==> src/rtl/fast_floor_q_to_bba_pkg.sv <==
// Shared RNS basis tables, residue types and modular helpers for the q -> BBa
// scaled-floor stage of the BEHZ multiply path (toy parameter set).
package fast_floor_q_to_bba_pkg;

   localparam int RNS_PRIME_BITS = 5;
   localparam int N_SLOTS        = 4;
   localparam int q_BASIS_LEN    = 2;
   localparam int BBa_BASIS_LEN  = 2;

   typedef logic [RNS_PRIME_BITS-1:0] rns_residue_t;
   typedef rns_residue_t [q_BASIS_LEN-1:0]                  q_vec_t;
   typedef rns_residue_t [BBa_BASIS_LEN-1:0]                bba_vec_t;
   typedef q_vec_t [BBa_BASIS_LEN-1:0]                      bconv_mat_t;
   typedef rns_residue_t [N_SLOTS-1:0][q_BASIS_LEN-1:0]     q_poly_t;
   typedef rns_residue_t [N_SLOTS-1:0][BBa_BASIS_LEN-1:0]   bba_poly_t;

   typedef enum logic [1:0] {
      ST_IDLE   = 2'd0,
      ST_LAUNCH = 2'd1,
      ST_WAIT   = 2'd2,
      ST_DONE   = 2'd3
   } state_t;

   localparam rns_residue_t T_PLAIN = 5'd3;

   // Index 0 is the first prime; B primes precede the Ba prime in BBa.
   localparam q_vec_t     q_BASIS      = {5'd11, 5'd7};
   localparam bba_vec_t   BBa_BASIS    = {5'd17, 5'd13};
   localparam q_vec_t     z_MOD_q      = {5'd8, 5'd2};
   localparam bconv_mat_t y_q_TO_BBa   = {{5'd7, 5'd11}, {5'd7, 5'd11}};
   localparam bba_vec_t   qinv_MOD_BBa = {5'd2, 5'd12};

   function automatic rns_residue_t mod_reduce(
      input logic [2*RNS_PRIME_BITS-1:0] v,
      input rns_residue_t                p
   );
      return rns_residue_t'(v % {{RNS_PRIME_BITS{1'b0}}, p});
   endfunction

   function automatic rns_residue_t mul_mod(
      input rns_residue_t a,
      input rns_residue_t b,
      input rns_residue_t p
   );
      logic [2*RNS_PRIME_BITS-1:0] prod;
      prod = {{RNS_PRIME_BITS{1'b0}}, a} * {{RNS_PRIME_BITS{1'b0}}, b};
      return mod_reduce(prod, p);
   endfunction

endpackage

==> src/rtl/fast_floor_q_to_bba_if.sv <==
// Polynomial handshake bundle between the producer of tensored ciphertexts
// and the scaled-floor block.
interface fast_floor_q_to_bba_if;
   import fast_floor_q_to_bba_pkg::*;

   logic      in_valid;
   logic      in_ready;
   q_poly_t   input_q;
   bba_poly_t input_BBa;
   logic      out_valid;
   bba_poly_t output_BBa;

   modport master (
      output in_valid,
      output input_q,
      output input_BBa,
      input  in_ready,
      input  out_valid,
      input  output_BBa
   );

   modport slave (
      input  in_valid,
      input  input_q,
      input  input_BBa,
      output in_ready,
      output out_valid,
      output output_BBa
   );
endinterface

==> src/rtl/fast_bconv.sv <==
// Approximate fast base conversion: x_i = sum_j [x_j * z_j]_{p_j} * (P/p_j) mod m_i,
// two register stages (per-prime scaling, then per-output accumulation).
module fast_bconv
   import fast_floor_q_to_bba_pkg::*;
#(
   parameter int IN_LEN  = q_BASIS_LEN,
   parameter int OUT_LEN = BBa_BASIS_LEN,
   parameter logic [IN_LEN-1:0][RNS_PRIME_BITS-1:0]              IN_BASIS  = q_BASIS,
   parameter logic [OUT_LEN-1:0][RNS_PRIME_BITS-1:0]             OUT_BASIS = BBa_BASIS,
   parameter logic [IN_LEN-1:0][RNS_PRIME_BITS-1:0]              IN_Z      = z_MOD_q,
   parameter logic [OUT_LEN-1:0][IN_LEN-1:0][RNS_PRIME_BITS-1:0] Y_MAT     = y_q_TO_BBa
) (
   input  logic clk,
   input  logic reset,
   input  logic in_valid,
   input  logic [N_SLOTS-1:0][IN_LEN-1:0][RNS_PRIME_BITS-1:0]  in_data,
   output logic out_valid,
   output logic [N_SLOTS-1:0][OUT_LEN-1:0][RNS_PRIME_BITS-1:0] out_data
);

   logic [N_SLOTS-1:0][IN_LEN-1:0][RNS_PRIME_BITS-1:0]  a_r;
   logic [N_SLOTS-1:0][OUT_LEN-1:0][RNS_PRIME_BITS-1:0] acc_s;
   logic [RNS_PRIME_BITS:0]                             sum_s;
   logic                                                s1_valid_r;

   // Per-output modular accumulation; each addend is already reduced, so one conditional subtract suffices.
   always_comb begin
      acc_s = '0;
      sum_s = '0;
      for (int k = 0; k < N_SLOTS; k++) begin
         for (int i = 0; i < OUT_LEN; i++) begin
            sum_s = '0;
            for (int j = 0; j < IN_LEN; j++) begin
               sum_s = sum_s + {1'b0, mul_mod(a_r[k][j], Y_MAT[i][j], OUT_BASIS[i])};
               if (sum_s >= {1'b0, OUT_BASIS[i]}) begin
                  sum_s = sum_s - {1'b0, OUT_BASIS[i]};
               end else begin
                  sum_s = sum_s;
               end
            end
            acc_s[k][i] = sum_s[RNS_PRIME_BITS-1:0];
         end
      end
   end

   // Two-stage pipeline registers with a valid chain.
   always_ff @(posedge clk or posedge reset) begin
      if (reset) begin
         s1_valid_r <= 1'b0;
         a_r        <= '0;
         out_valid  <= 1'b0;
         out_data   <= '0;
      end else begin
         s1_valid_r <= in_valid;
         if (in_valid) begin
            for (int k = 0; k < N_SLOTS; k++) begin
               for (int j = 0; j < IN_LEN; j++) begin
                  a_r[k][j] <= mul_mod(in_data[k][j], IN_Z[j], IN_BASIS[j]);
               end
            end
         end
         out_valid <= s1_valid_r;
         if (s1_valid_r) begin
            out_data <= acc_s;
         end
      end
   end

endmodule

==> src/rtl/fast_floor_q_to_bba_sub_mulmod.sv <==
// Per-lane ((a - b) mod p) * c mod p with a, b already reduced below p.
module rns_sub_mulmod
   import fast_floor_q_to_bba_pkg::*;
#(
   parameter rns_residue_t MODULUS = 5'd13
) (
   input  rns_residue_t a,
   input  rns_residue_t b,
   input  rns_residue_t c,
   output rns_residue_t y
);

   logic signed [RNS_PRIME_BITS:0] diff_s;
   rns_residue_t                   diff_red_s;
   logic [2*RNS_PRIME_BITS-1:0]    prod_s;

   // Signed difference wraps into [0, p) before the multiply.
   always_comb begin
      diff_s = $signed({1'b0, a}) - $signed({1'b0, b});
      if (diff_s < $signed({(RNS_PRIME_BITS+1){1'b0}})) begin
         diff_red_s = rns_residue_t'(diff_s + $signed({1'b0, MODULUS}));
      end else begin
         diff_red_s = rns_residue_t'(diff_s);
      end
      prod_s = {{RNS_PRIME_BITS{1'b0}}, diff_red_s} * {{RNS_PRIME_BITS{1'b0}}, c};
      y      = mod_reduce(prod_s, MODULUS);
   end

endmodule

==> src/rtl/fast_floor_q_to_bba.sv <==
// Scaled floor y = (t*x - fastBConv(t*x mod q)) * q^-1 in basis BBa; one
// polynomial in flight, result feeds the BBa -> q fastBConvEx stage.
module fast_floor_q_to_bba
   import fast_floor_q_to_bba_pkg::*;
#(
   parameter rns_residue_t PLAIN_T = T_PLAIN
) (
   input logic                 clk,
   input logic                 reset,
   fast_floor_q_to_bba_if.slave bus
);

   state_t    state_r;
   logic      in_ready_r;
   logic      out_valid_r;
   logic      conv_valid_r;
   q_poly_t   tx_q_r;
   q_poly_t   tx_q_s;
   bba_poly_t tx_BBa_r;
   bba_poly_t tx_BBa_s;
   bba_poly_t output_BBa_r;
   bba_poly_t result_s;
   bba_poly_t conv_out_s;
   logic      conv_out_valid_s;

   assign bus.in_ready   = in_ready_r;
   assign bus.out_valid  = out_valid_r;
   assign bus.output_BBa = output_BBa_r;

   // Scale incoming residues by t in both bases.
   always_comb begin
      tx_q_s   = '0;
      tx_BBa_s = '0;
      for (int k = 0; k < N_SLOTS; k++) begin
         for (int j = 0; j < q_BASIS_LEN; j++) begin
            tx_q_s[k][j] = mul_mod(PLAIN_T, bus.input_q[k][j], q_BASIS[j]);
         end
         for (int i = 0; i < BBa_BASIS_LEN; i++) begin
            tx_BBa_s[k][i] = mul_mod(PLAIN_T, bus.input_BBa[k][i], BBa_BASIS[i]);
         end
      end
   end

   fast_bconv #(
      .IN_LEN    (q_BASIS_LEN),
      .OUT_LEN   (BBa_BASIS_LEN),
      .IN_BASIS  (q_BASIS),
      .OUT_BASIS (BBa_BASIS),
      .IN_Z      (z_MOD_q),
      .Y_MAT     (y_q_TO_BBa)
   ) u_conv (
      .clk       (clk),
      .reset     (reset),
      .in_valid  (conv_valid_r),
      .in_data   (tx_q_r),
      .out_valid (conv_out_valid_s),
      .out_data  (conv_out_s)
   );

   for (genvar k = 0; k < N_SLOTS; k++) begin : g_slot
      for (genvar i = 0; i < BBa_BASIS_LEN; i++) begin : g_prime
         rns_sub_mulmod #(
            .MODULUS (BBa_BASIS[i])
         ) u_lane (
            .a (tx_BBa_r[k][i]),
            .b (conv_out_s[k][i]),
            .c (qinv_MOD_BBa[i]),
            .y (result_s[k][i])
         );
      end
   end

   // Control FSM; conv launch is registered so the converter sees it the cycle after LAUNCH.
   always_ff @(posedge clk or posedge reset) begin
      if (reset) begin
         state_r      <= ST_IDLE;
         in_ready_r   <= 1'b1;
         out_valid_r  <= 1'b0;
         conv_valid_r <= 1'b0;
         tx_q_r       <= '0;
         tx_BBa_r     <= '0;
         output_BBa_r <= '0;
      end else begin
         case (state_r)
            ST_IDLE: begin
               out_valid_r  <= 1'b0;
               conv_valid_r <= 1'b0;
               if (bus.in_valid) begin
                  tx_q_r     <= tx_q_s;
                  tx_BBa_r   <= tx_BBa_s;
                  in_ready_r <= 1'b0;
                  state_r    <= ST_LAUNCH;
               end else begin
                  state_r    <= ST_IDLE;
               end
            end
            ST_LAUNCH: begin
               conv_valid_r <= 1'b1;
               state_r      <= ST_WAIT;
            end
            ST_WAIT: begin
               conv_valid_r <= 1'b0;
               if (conv_out_valid_s) begin
                  output_BBa_r <= result_s;
                  out_valid_r  <= 1'b1;
                  state_r      <= ST_DONE;
               end else begin
                  state_r      <= ST_WAIT;
               end
            end
            ST_DONE: begin
               out_valid_r <= 1'b0;
               in_ready_r  <= 1'b1;
               state_r     <= ST_IDLE;
            end
            default: begin
               out_valid_r  <= 1'b0;
               conv_valid_r <= 1'b0;
               in_ready_r   <= 1'b1;
               state_r      <= ST_IDLE;
            end
         endcase
      end
   end

endmodule

==> src/flat_wrapper.sv <==
// flat-port wrapper written by rule: the top's interface ports become plain ports
module fast_floor_q_to_bba_flat import fast_floor_q_to_bba_pkg::*;
#(
   parameter rns_residue_t PLAIN_T = T_PLAIN
)
  (clk, reset, bus_in_valid, bus_input_q, bus_input_BBa, bus_in_ready, bus_out_valid, bus_output_BBa);
  fast_floor_q_to_bba_if bus_i ();
  input logic clk;
  input logic reset;
  input wire logic [$bits(bus_i.in_valid)-1:0] bus_in_valid;
  input wire logic [$bits(bus_i.input_q)-1:0] bus_input_q;
  input wire logic [$bits(bus_i.input_BBa)-1:0] bus_input_BBa;
  output wire logic [$bits(bus_i.in_ready)-1:0] bus_in_ready;
  output wire logic [$bits(bus_i.out_valid)-1:0] bus_out_valid;
  output wire logic [$bits(bus_i.output_BBa)-1:0] bus_output_BBa;
  assign bus_i.in_valid = bus_in_valid;
  assign bus_i.input_q = bus_input_q;
  assign bus_i.input_BBa = bus_input_BBa;
  assign bus_in_ready = bus_i.in_ready;
  assign bus_out_valid = bus_i.out_valid;
  assign bus_output_BBa = bus_i.output_BBa;
  fast_floor_q_to_bba #(.PLAIN_T(PLAIN_T)) u_core (.clk(clk), .reset(reset), .bus(bus_i));
endmodule
==> config.mk <==
export PLATFORM = sky130hd
export DESIGN_NAME = fast_floor_q_to_bba_flat
export DESIGN_NICKNAME = d
export VERILOG_FILES = /design/src/rtl/fast_floor_q_to_bba_pkg.sv /design/src/rtl/fast_floor_q_to_bba_if.sv /design/src/rtl/fast_bconv.sv /design/src/rtl/fast_floor_q_to_bba_sub_mulmod.sv /design/src/rtl/fast_floor_q_to_bba.sv /design/src/flat_wrapper.sv
export SDC_FILE = /design/constraint.sdc
export NUM_CORES = 2
export LEC_CHECK = 0
export ABC_AREA = 0
export BUFFER_PORTS_ARGS = -buffer_cell sky130_fd_sc_hd__buf_2
export CAP_MARGIN = 20
export CORE_MARGIN = 2
export CORE_UTILIZATION = 48
export CTS_CLUSTER_DIAMETER = 40
export CTS_CLUSTER_SIZE = 10
export DETAILED_ROUTE_END_ITERATION = 8
export GPL_ROUTABILITY_DRIVEN = 0
export HOLD_SLACK_MARGIN = 0.12
export MAX_ROUTING_LAYER = met4
export PLACE_DENSITY = 0.76
export SKIP_LAST_GASP = 1
export SYNTH_ARGS = -nofsm -noshare
export SYNTH_HDL_FRONTEND = slang
export SYNTH_SLANG_ARGS = --single-unit
export TNS_END_PERCENT = 100
==> constraint.sdc <==
create_clock -name clk -period 11.05 [get_ports clk]
set_input_delay 2.21 -clock clk [delete_from_list [all_inputs] [get_ports clk]]
set_output_delay 2.21 -clock clk [all_outputs]
set_load 0.005 [all_outputs]
==> flow_summary.rst <==
.. list-table::
   :header-rows: 1

   * - Metric
     - Value
   * - Critical-path maximum fanout
     - 10
   * - Post-synthesis instance area
     - 48490 um^2
   * - Final setup TNS
     - 0 ns
   * - Number of vias per cell after detailed routing
     - 6.087
   * - Most frequent cell after synthesis
     - sky130_fd_sc_hd__nand2_1
   * - Largest clock skew in the final design
     - 0.02700 ns
   * - Synthesized area divided by synthesized cell count
     - 7.313 um^2
   * - DRC marker count from the first detailed-route iteration
     - 3981
   * - Final cell utilization of the core
     - 0.5182
   * - Highest routed layer
     - met4
   * - Crit path capture type
     - flip-flop
   * - Total CTS buffers
     - 54
   * - Number of nets produced by synthesis
     - 7333
   * - First-pass GRT wire length
     - 201400 um
   * - Area share of the largest cell type after synthesis
     - 0.1435
   * - Chip Height
     - 321.8 um
   * - Total length of routed met2 wires
     - 53760 um
   * - Routed wire length
     - 118300 um
   * - # H-tree levels
     - 2
   * - Hold crit path type
     - reg2reg
   * - Total vias in the final route
     - 48293
   * - Routed Antenna Nets
     - 0
   * - Number of synthesized flops with an enable pin
     - 0
   * - Number of buffers on the longest clock path
     - 3
   * - Top-level I/O count
     - 125
   * - Max-slew violation count
     - 0
   * - Number of remaining DRC errors
     - 0
   * - Kind of start point of the critical path
     - flip-flop
   * - Clock transition at the register clock pins on the worst setup and hold paths after CTS
     - 0.05 ns
   * - Peak clock frequency supported by timing
     - 0.09821 GHz
   * - Beginning of the worst hold path
     - u_core.bus.output_BBa[20]
   * - Most frequently used flop master after synthesis
     - sky130_fd_sc_hd__dfrtp_1
   * - Arrival time of data at the critical path endpoint
     - 10.70 ns
   * - Clock tree root driver cell
     - sky130_fd_sc_hd__clkbuf_16
   * - Total of hold buffers inserted after clock tree synthesis
     - 0
   * - Overall die width
     - 321.8 um
   * - Yosys reg bits
     - 207
   * - Cell taking the most area after synthesis
     - sky130_fd_sc_hd__ha_1
   * - Final setup violation count
     - 0
   * - NumNets Final
     - 7290
   * - Slowest stage delay, CP
     - 0.54 ns
   * - Min Tclk post-route
     - 10.18 ns
   * - Launch point of the worst path
     - u_core.u_conv.a_r[11]
   * - Sequential-to-total area share from yosys stat
     - 0.1069
   * - Unrepaired setup endpoints after global routing
     - no
   * - Row cnt
     - 116
   * - Area of the placeable core
     - 100100 um^2
   * - CTS tree
     - done
   * - Pin count of the biggest net entering global routing
     - 103
   * - Post-detail-place hpwl
     - 90560 um
   * - Cell type of the slowest stage on the worst timing path
     - sky130_fd_sc_hd__nor2_1
   * - Max-slew headroom
     - 0.1351
   * - Number of antenna violations at the first check in global routing
     - 4
   * - Port bufs
     - 124
   * - Share of final-layout standard cells stronger than drive strength 1
     - 0.07720
   * - Area contributors post-synth
     - sky130_fd_sc_hd__ha_1 (14%), sky130_fd_sc_hd__dfrtp_1 (11%), sky130_fd_sc_hd__xnor2_1 (5.9%)
   * - Async set-or-reset flop fraction in the synthesized netlist
     - 1.000
   * - Worst-margin pin slew
     - 1.297 ns
   * - Gate count of the mapped netlist
     - 6630
   * - Drt first pass iters
     - 6
   * - Required time of the critical path
     - 11.57 ns
   * - Status
     - finished, final reports clean
   * - Most common cell type on the critical path
     - sky130_fd_sc_hd__ha_1
   * - Crit path kind
     - reg2reg
   * - Signed area change from the synthesized netlist to the final layout
     - 7.040%
   * - M1 WL
     - 56300 um
   * - Clk sink count
     - 207
   * - Netlist cell types
     - 141
   * - Period utilisation layout
     - 0.9215
   * - Via count of the first global-routing pass
     - 43831
   * - Fin. Hold Viols
     - 0
   * - Met3 wire len
     - 6276 um
   * - Total grt overflow
     - 0
   * - Initial Utilization
     - 0.4841
   * - Number of maximum-capacitance constraint violations
     - 0
   * - Worst flop-to-flop path startpoint
     - u_core.u_conv.a_r[11]
   * - Leading cell types by count after synthesis
     - sky130_fd_sc_hd__nand2_1 (676), sky130_fd_sc_hd__ha_1 (556), sky130_fd_sc_hd__nor2_1 (539)
   * - Average routed wire per standard cell
     - 14.90 um
   * - GR Util All Layers
     - 0.2244
   * - Clock latency at the later pin of the worst-skew pair
     - 0.63 ns
   * - Die area
     - 103600 um^2
   * - Warnings, synthesis
     - 0
cells in the final DEF, fill, tap and decap left out, types with 29 or more instances in the layout:
master	instances
sky130_fd_sc_hd__a211oi_1	83
sky130_fd_sc_hd__a21o_1	137
sky130_fd_sc_hd__a21oi_1	510
sky130_fd_sc_hd__a22oi_1	34
sky130_fd_sc_hd__a31oi_1	106
sky130_fd_sc_hd__and2_1	60
sky130_fd_sc_hd__and3_1	71
sky130_fd_sc_hd__buf_2	124
sky130_fd_sc_hd__buf_4	35
sky130_fd_sc_hd__clkbuf_16	54
sky130_fd_sc_hd__dfrtp_1	204
sky130_fd_sc_hd__fa_1	64
sky130_fd_sc_hd__ha_1	556
sky130_fd_sc_hd__inv_1	394
sky130_fd_sc_hd__mux2_2	83
sky130_fd_sc_hd__mux2i_1	122
sky130_fd_sc_hd__nand2_1	674
sky130_fd_sc_hd__nand2b_1	69
sky130_fd_sc_hd__nand3_1	161
sky130_fd_sc_hd__nand3b_1	29
sky130_fd_sc_hd__nand4_1	54
sky130_fd_sc_hd__nor2_1	539
sky130_fd_sc_hd__nor2b_1	109
sky130_fd_sc_hd__nor3_1	174
sky130_fd_sc_hd__nor4_1	43
sky130_fd_sc_hd__o211ai_1	83
sky130_fd_sc_hd__o21a_1	59
sky130_fd_sc_hd__o21ai_0	510
sky130_fd_sc_hd__o21bai_1	42
sky130_fd_sc_hd__o22ai_1	58
sky130_fd_sc_hd__o31ai_1	60
sky130_fd_sc_hd__or2_2	42
sky130_fd_sc_hd__or3_1	49
sky130_fd_sc_hd__xnor2_1	326
sky130_fd_sc_hd__xor2_1	178
metal layers:
metal  global-route usage  up-vias
met5                    -        -
met4              0.04569        0
met3              0.02616      179
met2               0.3644     1351
met1               0.3003    22479
li1                     -    24284
through the flow:
stage | instance area (um^2) | cells | setup WS (ns) | hold slack (ns)
detailed placement | 49910 | 7828 | 0.8956 | 0.4649
floorplan | 48490 | 6630 | 2.036 | 0.3519
CTS | 51860 | 7929 | 0.8500 | 0.4758
global route | 51900 | 7933 | 0.09422 | 0.4988
finish | 51900 | 7934 | 0.8680 | 0.4705
global placement | 49910 | 7828 | 1.251 | 0.4559
state kept, by name, summed over array words and instances (netlist names):
name	cells
u_core.u_conv.out_data	40
u_core.u_conv.s1_valid_r	1
u_core.bus.out_valid	1
u_core.bus.output_BBa	40
u_core.tx_BBa_r	40
u_core.tx_q_r	40
u_core.state_r	2
u_core.bus.in_ready	1
u_core.u_conv.a_r	40
u_core.u_conv.out_valid	1
u_core.conv_valid_r	1
final timing paths:
check | end | slack, ns | cells after the start
max | u_core.u_conv.out_data[18] | 0.87 | 38
min | u_core.bus.output_BBa[20] | 0.47 | 2
max reg2reg | u_core.u_conv.out_data[18] | 0.87 | 38
min reg2reg | u_core.bus.output_BBa[20] | 0.47 | 2
max in group asynchronous | u_core.u_conv.a_r[3] | 8.01 | 3
min in group asynchronous | u_core.tx_q_r[33] | 1.64 | 2
critical path, delay by kind of cell, from the launching register on:
| kind | cells | cell delay [ns] |
|---|---|---|
| xor gates and xnor gates | 3 | 0.62 |
| adders and majority gates | 8 | 2.56 |
| DFF | 1 | 0.43 |
| buffers and inverters | 2 | 0.19 |
| and+or+nand+nor | 9 | 1.98 |
| AOI/OAI and AO/OA | 16 | 4.27 |
cells by family after synthesis:
kind of cell    Yosys count  share of synthesized area
simple gates           2220                     0.2234
compound gates         2186                     0.3019
buf+inv                 659                    0.05365
fa+ha+maj               632                     0.1724
xor+xnor                512                    0.09429
mux                     214                    0.04756
flops                   207                     0.1069
cell type report:
type                            count  area [um^2]
Fill cell                        9395        48250
Multi-Input combinational cell   5764        40740
Sequential cell                   207         5184
Tap cell                         1298         1624
Inverter                          401         1513
Clock buffer                       62         1451
Timing Repair Buffer              159        883.3
Clock inverter                     39        493.0
Antenna cell                        4        10.01
timing repair:
item | 4_1_cts | 5_1_grt
endpoints found under the setup margin | 0 | 2
hold endpoints to repair | 0 | 0
buffers inserted | 0 | 0
gates resized for setup | 0 | 4
Power is left out: the tool's default activity adds up to more than one toggle a clock period on the data nets, which glitch-free logic cannot reach.
